`src/rtl/mem_pkg.sv`:
```
// Shared types and opcodes for the word storage controller.
// Imported by the controller and its storage array.
package mem_pkg;

  typedef enum logic [1:0] {
    IDLE,
    CLEAR,
    RESP
  } state_e;

  localparam logic [1:0] OP_READ  = 2'b00;
  localparam logic [1:0] OP_WRITE = 2'b01;
  localparam logic [1:0] OP_CLEAR = 2'b10;

endpackage

```
`src/rtl/mem_storage.sv`:
```
// WIDTH x DEPTH word array, one synchronous write port,
// one asynchronous read port, no reset.
module mem_storage #(
  parameter int WIDTH  = 8,
  parameter int DEPTH  = 16,
  parameter int ADDR_W = $clog2(DEPTH)
) (
  input  logic              clk,
  input  logic              we,
  input  logic [ADDR_W-1:0] waddr,
  input  logic [WIDTH-1:0]  wdata,
  input  logic [ADDR_W-1:0] raddr,
  output logic [WIDTH-1:0]  rdata
);

  logic [WIDTH-1:0] mem_q [DEPTH];

  always_ff @(posedge clk) begin
    if (we) mem_q[waddr] <= wdata;
  end

  assign rdata = mem_q[raddr];

endmodule

```
`src/rtl/memory_array_ctrl.sv`:
```
// Sequential controller for the word array: read, write and
// multi-cycle bulk clear behind valid/ready request/response ports.
module memory_array_ctrl
  import mem_pkg::*;
#(
  parameter int WIDTH  = 8,
  parameter int DEPTH  = 16,
  parameter int ADDR_W = $clog2(DEPTH)
) (
  input  logic              clk,
  input  logic              rst_n,
  input  logic              req_valid,
  output logic              req_ready,
  input  logic [1:0]        req_op,
  input  logic [ADDR_W-1:0] req_addr,
  input  logic [WIDTH-1:0]  req_wdata,
  output logic              rsp_valid,
  input  logic              rsp_ready,
  output logic [WIDTH-1:0]  rsp_rdata,
  output logic              rsp_err,
  output logic              busy
);

  state_e            state_q, state_d;
  logic [ADDR_W-1:0] cnt_q, cnt_d;
  logic [WIDTH-1:0]  rdata_q, rdata_d;
  logic              err_q, err_d;

  logic              we;
  logic [ADDR_W-1:0] waddr;
  logic [WIDTH-1:0]  wdata;
  logic [WIDTH-1:0]  mem_rdata;

  logic in_range;
  logic op_rd, op_wr, op_clr;
  logic cnt_last;

  // Widened compare so non-power-of-two depths flag the top codes.
  assign in_range = {1'b0, req_addr} < (ADDR_W+1)'(DEPTH);
  assign cnt_last = cnt_q == ADDR_W'(DEPTH - 1);

  assign op_rd  = req_op == OP_READ;
  assign op_wr  = req_op == OP_WRITE;
  assign op_clr = req_op == OP_CLEAR;

  mem_storage #(
    .WIDTH (WIDTH),
    .DEPTH (DEPTH),
    .ADDR_W(ADDR_W)
  ) u_storage (
    .clk  (clk),
    .we   (we),
    .waddr(waddr),
    .wdata(wdata),
    .raddr(req_addr),
    .rdata(mem_rdata)
  );

  always_comb begin
    state_d = state_q;
    cnt_d   = cnt_q;
    rdata_d = rdata_q;
    err_d   = err_q;
    we      = 1'b0;
    waddr   = req_addr;
    wdata   = req_wdata;
    unique case (state_q)
      IDLE: begin
        if (req_valid) begin
          rdata_d = '0;
          err_d   = 1'b0;
          state_d = RESP;
          unique case (1'b1)
            op_rd: begin
              rdata_d = in_range ? mem_rdata : '0;
              err_d   = !in_range;
            end
            op_wr: begin
              we    = in_range;
              err_d = !in_range;
            end
            op_clr: begin
              cnt_d   = '0;
              state_d = CLEAR;
            end
            default: err_d = 1'b1;
          endcase
        end
      end
      CLEAR: begin
        we    = 1'b1;
        waddr = cnt_q;
        wdata = '0;
        cnt_d = cnt_q + 1'b1;
        if (cnt_last) state_d = RESP;
      end
      RESP: begin
        if (rsp_ready) begin
          state_d = IDLE;
          rdata_d = '0;
          err_d   = 1'b0;
        end
      end
      default: state_d = IDLE;
    endcase
  end

  always_ff @(posedge clk or negedge rst_n) begin
    if (!rst_n) begin
      state_q <= IDLE;
      cnt_q   <= '0;
      rdata_q <= '0;
      err_q   <= 1'b0;
    end else begin
      state_q <= state_d;
      cnt_q   <= cnt_d;
      rdata_q <= rdata_d;
      err_q   <= err_d;
    end
  end

  assign req_ready = state_q == IDLE;
  assign rsp_valid = state_q == RESP;
  assign rsp_rdata = rdata_q;
  assign rsp_err   = err_q;
  assign busy      = state_q != IDLE;

endmodule

```
`config.mk`:
```
export PLATFORM = sky130hd
export DESIGN_NAME = memory_array_ctrl
export DESIGN_NICKNAME = d
export VERILOG_FILES = /design/src/rtl/mem_pkg.sv /design/src/rtl/mem_storage.sv /design/src/rtl/memory_array_ctrl.sv
export SDC_FILE = /design/constraint.sdc
export NUM_CORES = 1
export LEC_CHECK = 0
export CAP_MARGIN = 5
export CORE_MARGIN = 5
export CORE_UTILIZATION = 50
export CTS_CLUSTER_DIAMETER = 200
export DETAILED_ROUTE_END_ITERATION = 10
export PLACE_DENSITY = 0.78
export SLEW_MARGIN = 25
export SYNTH_ARGS = -nofsm -noshare
export SYNTH_HDL_FRONTEND = slang
export SYNTH_SLANG_ARGS = --single-unit
```
`constraint.sdc`:
```
create_clock -name clk -period 3.2 [get_ports clk]
set_input_delay 0.96 -clock clk [delete_from_list [all_inputs] [get_ports clk]]
set_output_delay 0.96 -clock clk [all_outputs]
set_load 0.02 [all_outputs]
```
---- After elaboration in Yosys (flattened, before gate mapping) ----
Memory sizes are Yosys's and may differ from the RTL's.
Index checks and enable logic that the tools add are counted.
cells by class
  add/sub/neg operators ................... 1
  eq/ne operators ......................... 9
  mux-type cells .......................... 23
  reductions and logical operators ........ 9
operators with widths
  kind                   number
  $mux W8                4
  $pmux W8 S2            1
  $mux W4                3
  $reduce_and A3 Y1      3
  $mux W2                4
  $pmux W4 S2            1
  $mux W1                7
  $pmux W2 S3            1
  $reduce_bool A2 Y1     3
  $add A4 B1 Y4 const B  1
  $eq A2 B1 Y1 const B   2
  $eq A2 B2 Y1 const B   2
  $eq A4 B4 Y1 const B   1
  $logic_not A2 Y1       2
  $ne A2 B1 Y1 const B   2
  $ne A2 B2 Y1 const B   2
  $pmux W1 S2            2
  $reduce_or A3 Y1       1
storage, ports and cells
  register bits ........................... 15
  bits in writable memories ............... 128
  logic and storage cells ................. 47
  memories kept ........................... 1
memory list
  name             depth  bits a word  read ports  clocked after memory_dff  write ports  RTL line           RTL
  u_storage.mem_q  16     8            1           0                         1            mem_storage.sv:16  logic [WIDTH-1:0] mem_q [DEPTH];

---- Longest topological paths before layout ----
Gate-level depths: netlist of the first run.
  depth after elaboration ................. 6
  depth in mapped cells ................... 6
  gate-level depth less buffers ........... 4

---- By module ----
A second synthesis of the first run with hierarchy kept.
second synthesis, totals
  cells, all modules ...................... 306
  area, all modules ....................... 5,811.8 um2
modules (own cells, without submodules)
  module             times used  cells an instance  area an instance (um2)  sequential area each (um2)
  mem_storage        1           221                4,987.3                 3,843.7
  memory_array_ctrl  1           85                 824.5                   375.4

---- Least setup slack after synthesis of the first run ----
OpenSTA, ideal clock, no wires.
  path type ............................... input to register
  start ................................... input req_addr[2]
  end ..................................... memory u_storage.mem_q[6][0], enable pin
  library setup time ...................... 370 ps
  arrival ................................. 2,298 ps
  setup slack ............................. 532 ps
  stages .................................. 6
  path through ............................ buf_2 buf_2 buf_2 nor3b_1 o21ai_0 nor2_1
on the way
  cells in the longest elaborated chain, start to end .. 1
ends and longest elaborated chain
  element          RTL line                 RTL
  start, declared  memory_array_ctrl.sv:15  input logic [ADDR_W-1:0] req_addr,
  $mux W4          memory_array_ctrl.sv:67  unique case (state_q)
  end, declared    mem_storage.sv:16
No other way between the ends.

---- Worst setup path in the final report of the first run ----
  start ................................... register state_q[1]
  end ..................................... output req_ready
on the way
  cells in the longest elaborated chain, start to end .. 1
ends and longest elaborated chain
  element                 RTL line                  RTL
  start, declared         memory_array_ctrl.sv:24   state_e state_q, state_d;
  start signal, assigned  memory_array_ctrl.sv:115  state_q <= state_d;
  $logic_not A2 Y1        memory_array_ctrl.sv:122  assign req_ready = state_q == IDLE;
  end, declared           memory_array_ctrl.sv:13   output logic req_ready,
No other way between the ends.

==> results of run 1 <==
==> sequential cells by signal (all words and copies together), names as in the netlist <==
| signal | count |
|---|---|
| u_storage.mem_q | 128 |
| rsp_rdata | 8 |
| cnt_q | 4 |
| state_q | 2 |
| rsp_err | 1 |
==> per-layer routing <==
metal,up-vias,GRT usage,part of all wire
li1,1350,-,-
met1,1617,0.261,0.42
met2,148,0.288,0.49
met3,21,0.0544,0.072
met4,0,0.0667,0.018
met5,-,0,0
==> cell families (layout without fill, tap and decap cells) <==
kind of cell | Yosys count | after routing
AND/OR/NAND/NOR | 58 | 58
AO/OA/AOI/OAI | 34 | 34
buffers and inverters | 18 | 87
multiplexers | 50 | 50
flip-flops | 143 | 143
adder cells (fa/ha/maj) | 1 | 1
==> cells in the final DEF, fill, tap and decap left out, drive strengths merged <==
master | netlist | layout
a21o | 1 | 1
a21oi | 2 | 2
a22o | 1 | 1
a22oi | 8 | 8
a31oi | 5 | 5
and2 | 8 | 8
and3 | 3 | 3
and4 | 1 | 1
buf | 9 | 22
bufinv | 0 | 6
clkbuf | 5 | 18
clkdlybuf4s50 | 0 | 29
clkinv | 0 | 7
clkinvlp | 0 | 1
dfrtp | 15 | 15
edfxtp | 128 | 128
ha | 1 | 1
inv | 4 | 4
mux2 | 9 | 9
mux2i | 9 | 9
mux4 | 32 | 32
nand2 | 6 | 6
nand2b | 3 | 3
nand3 | 1 | 1
nand3b | 3 | 3
nor2 | 19 | 19
nor2b | 2 | 2
nor3 | 5 | 5
nor3b | 7 | 7
o21ai | 16 | 16
o31ai | 1 | 1
==> area by class of cell <==
class / instances / area [um^2] / area share
sequential: 143 / 4220 / 0.604
multi-input combinational: 143 / 1460 / 0.209
timing repair buffer: 51 / 468 / 0.0669
clock buffer: 18 / 429 / 0.0614
clock inverter: 14 / 220 / 0.0315
tap: 143 / 179 / 0.0256
inverter: 4 / 15.0 / 0.00215
==> critical path, stage by stage, from the launching register on <==
cell and delay [ps]:
dfrtp_1 480, nor2_1 320, clkdlybuf4s50_1 680
==> per-stage QoR <==
stage	utilization	hold WS, ps	setup WS [ps]	instances	power, uW
after floorplan	-	545	532	304	2750
after global placement	0.558	465	123	484	3020
after detailed placement	0.558	477	20.2	484	3040
after CTS	0.615	528	354	516	5190
after global routing	0.615	558	300	516	5370
final	0.615	530	349	516	5170
==> worst max-delay path by stage <==
| stage | depth (start not counted) | endpoint | start |
|---|---|---|---|
| 6_report | 2 | req_ready | state_q[1] |
| 5_1_grt | 2 | req_ready | state_q[1] |
| 4_1_cts | 2 | req_ready | state_q[1] |
| 3_5_place_dp | 5 | rsp_rdata[7] | req_addr[0] |
| 3_3_place_gp | 7 | u_storage.mem_q[2][7] | req_addr[0] |
| 2_1_floorplan | 6 | u_storage.mem_q[6][0] | req_addr[2] |
==> power breakdown <==
group,internal (uW),leakage [uW],switching [uW]
clock network,1450,0.000311,708
logic,261,0.000722,428
registers,2240,0.00136,91.9
total,3950,0.00239,1230
==> reports/summary.txt, run 1 <==
post-cts sizing count: 0
GRT Total Usage: 0.189
final WL: 12200 um
CTS root buffer: clkbuf_16
Post-Synth Simple-Gate Area: 0.0533
hpwl dp: 7590 um
Slew HR: 0.498
final slew viol count: 0
syn_area_per_cell: 19.0 um^2
register bit count reported by yosys: 143
Area Growth Syn to Fin: 21.1%
hold-critical path endpoint: rsp_err
setup_tns: 0 ps
XOR/XNOR Fraction of Synth Area: 0
mux share of post-synthesis cell area: 0.162
Post-DP Area: 0.00634 mm^2
boundary pin count: 30
synthesized instance count: 304
area leader, netlist: edfxtp_1
gr ovfl total: 0
clk slew on worst S/H paths: 50 ps
DRT iter0 DRCs: 421
final setup fails: 0
I/O Buffers: 29
WHS Path Cells: 2
Max VDD drop: 448 uV
Leak: 0.00239 uW
Worst Tran Pin Value: 750 ps
Arr. time, crit path: 1890 ps
die area: 0.0138 mm^2
reg2reg path depth: 5
TritonRoute pass-1 iters: 5
Critical Path RT: 2240 ps
final hold vios: 0
Post-CTS Setup Inserts: 0
most instantiated cells after synthesis: edfxtp_1 (128), mux4_2 (26), nor2_1 (19), dfrtp_1 (15)
Vias: 3136
clk buf depth: 2
post-synthesis adder-cell area fraction: 0.00217
r2r setup slk: 730 ps
RR Startpoint: state_q[1]
hold path startpoint: rsp_err
crit share post-route: 0.891
asr flop ratio synth: 0.105
Fill cells: 773
most common cell in the synthesized netlist: edfxtp_1
Final Critical Period: 2850 ps
Synth Area in Compound Gates: 0.0356
hold crit path type: reg -> reg
fin area: 0.00699 mm^2
main combinational cell family by area after synthesis: multiplexers
Yosys top cell area share: 0.666
Die Y: 117 um
vias in the first global route: 3192
H-tree Lvls: 4
status: finished clean
TritonCTS Buffers: 17
Max Cap Viol: 0
Mapped Area: 0.00577 mm^2
clock latency at the later pin of the worst-skew pair: 420 ps
initial antenna violation count: 0
CTS Hold Bufs: 0
first-pass GRT wire length: 19200 um
DRC: 0
Synthesized Nets: 323
Reg-to-Reg End: u_storage.mem_q[13][1]
worst setup path class: reg -> out
CTS tree: built
Via density: 6.08
DR WL/cell: 23.7 um
RSZ-0062 raised after global routing: no
nets: 379
Post-Route Skew: 6.16 ps
CP Launch Type: flip-flop
starting density of the core: 0.508
Synth area leaders: edfxtp_1 (67%), mux4_2 (10%), dfrtp_1 (6.5%)
share of layout cells above drive strength 1: 0.225
count of cell types in the netlist: 33
Power per Cell Area: 740 mW/mm^2
Die X: 117 um
largest net degree at the start of global routing: 22
yosys warns: 0
Main synth FF type: edfxtp_1
Crit. End Element: output pin
ANT nets after route: 0
Post-synth EDFFs: 128
clock tree sinks: 143
ANT cells: 0
Core ar.: 0.0114 mm^2
Max FO, Critical Path: 11
max frequency: 351 MHz
row cnt: 39
routability congestion estimate from global placement: 0.808
Seq/Total Area, Yosys: 0.731
Power figures use the tool's default switching activity.
==> run 2: changes to the inputs <==
- MAX_ROUTING_LAYER: default -> met4
==> run 2 against run 1 <==
  * Wire length shrank 0.42%
  * Non-clock buffer count did not move
  * Clock power is essentially flat
  * Worst hold slack worse by 11 ps
  * Via count is 0.80% lower
  * Flip-flop and latch count unchanged
  * Clock skew grew 0.64 ps
==> reports/summary.txt, run 2 (same netlist as run 1, synthesis figures left out) <==
status: finished clean
RR Startpoint: state_q[1]
clock tree sinks: 143 (unchanged)
Max Cap Viol: 0 (unchanged)
CP Launch Point: state_q[1]
final slew viol count: 0 (unchanged)
most frequent cells in the layout: edfxtp_1 (128), clkdlybuf4s50_1 (29), mux4_2 (26)
setup_tns: 0 ps (unchanged)
gr ovfl total: 0 (unchanged)
largest net degree at the start of global routing: 22 (unchanged)
initial antenna violation count: 0 (unchanged)
H-tree Lvls: 4 (unchanged)
TritonRoute pass-1 iters: 7 (+2)
final WL: 12200 um (-0.42%)
Max FO, Critical Path: 11 (unchanged)
worst setup path class: reg -> out
Post-CTS Setup Inserts: 0 (unchanged)
Post-Route Skew: 6.80 ps (+0.644 ps)
hold path startpoint: rsp_err
Critical Path RT: 2240 ps (about the same)
Power per Cell Area: 740 mW/mm^2 (about the same)
DRC: 0 (unchanged)
CTS tree: built
Die X: 117 um (unchanged)
I/O Buffers: 29 (unchanged)
CP cell instances: nor2_1 -> clkdlybuf4s50_1
nets: 379 (unchanged)
Fill cells: 773 (unchanged)
Leak: 0.00239 uW (unchanged)
clk slew on worst S/H paths: 50 ps (about the same)
clock latency at the later pin of the worst-skew pair: 420 ps (about the same)
Vias: 3111 (-0.80%)
row cnt: 39 (unchanged)
RSZ-0062 raised after global routing: no
Max VDD drop: 448 uV (-0.11%)
max reg flops: 128 (unchanged)
CTS root buffer: clkbuf_16
first-pass GRT wire length: 19300 um (+0.15%)
Final Util: 0.615 (unchanged)
Arr. time, crit path: 1890 ps (about the same)
vias in the first global route: 3176 (-0.50%)
Largest Register: u_storage.mem_q
DRT iter0 DRCs: 438 (+4.0%)
Area Growth Syn to Fin: 21.1% (unchanged)
final hold vios: 0 (unchanged)
crit share post-route: 0.890 (-0.000896)
most common cell after layout, fill and taps aside: edfxtp_1
fin area: 0.00699 mm^2 (unchanged)
Power, Total: 5170 uW (about the same)
post-cts sizing count: 0 (unchanged)
final setup fails: 0 (unchanged)
share of layout cells above drive strength 1: 0.225 (unchanged)
hpwl dp: 7590 um (unchanged)
DR WL/cell: 23.6 um (-0.42%)
ANT nets after route: 0 (unchanged)
clk buf depth: 2 (unchanged)
Slew HR: 0.491 (-0.00733)
max frequency: 351 MHz (+0.10%)
Post-DP Area: 0.00634 mm^2 (unchanged)
Worst Tran Pin Value: 761 ps (+11.0 ps)
CTS Hold Bufs: 0 (unchanged)
Via density: 6.03 (-0.80%)
Core ar.: 0.0114 mm^2 (unchanged)
CP max stage delay: 680 ps (about the same)
boundary pin count: 30 (unchanged)
Final Critical Period: 2850 ps (-2.87 ps)
GRT Total Usage: 0.194 (+0.00563)
ANT cells: 0 (unchanged)
starting density of the core: 0.508 (unchanged)
Crit. End Element: output pin
routability congestion estimate from global placement: 0.820 (+1.5%)
die area: 0.0138 mm^2 (unchanged)
Die Y: 117 um (unchanged)
hold crit path type: reg -> reg
CP Launch Type: flip-flop
slowest CP cell: clkdlybuf4s50_1
TritonCTS Buffers: 17 (unchanged)
==> run 2: worst paths after layout <==
kind                            cells after the start  slack, ps                     end
worst max-delay path                                2        350               req_ready
worst min-delay path                                2        520                 rsp_err
worst max register to register                      5        770  u_storage.mem_q[13][1]
worst min register to register                      2        520                 rsp_err
max in group asynchronous                           1       1720            rsp_rdata[1]
min in group asynchronous                           1       1000            rsp_rdata[0]
==> run 2: power breakdown <==
part | total [uW] | switching [uW] | internal (uW)
combinational | 689 | 428 | 261
clock | 2150 | 708 | 1450
sequential | 2330 | 92.0 | 2240
total | 5170 | 1230 | 3950
==> run 2: worst max-delay path, delay by kind of cell (launching register included) <==
kind,cells,cell delay (ps)
and+or+nand+nor,1,320
buffers and inverters,1,680
DFF,1,480
==> run 2: stage by stage <==
step           hold slack [ps]  std cells  setup WS, ps
2_1_floorplan              545        304           532
3_3_place_gp               465        484           123
3_5_place_dp               477        484          20.2
4_1_cts                    528        516           354
5_1_grt                    558        516           301
6_report                   519        516           352
==> run 2: cell type report <==
type,count,area (um^2),area share
Timing Repair Buffer,51,468,0.0669
Clock inverter,14,220,0.0315
Inverter,4,15.0,0.00215
Sequential cell,143,4220,0.604
Tap cell,143,179,0.0256
Multi-Input combinational cell,143,1460,0.209
Clock buffer,18,429,0.0614
==> run 2: per-layer routing <==
layer,share of wire,track usage,vias up
li1,-,-,1346
met1,0.43,0.263,1598
met2,0.49,0.288,149
met3,0.064,0.0544,18
met4,0.014,0.0624,0
met5,0,-,-
==> run 3: changes to the inputs <==
- TNS_END_PERCENT: default -> 5
==> results of run 3 <==
Same layout as run 2: the final DEF is identical, and so are final timing and power.
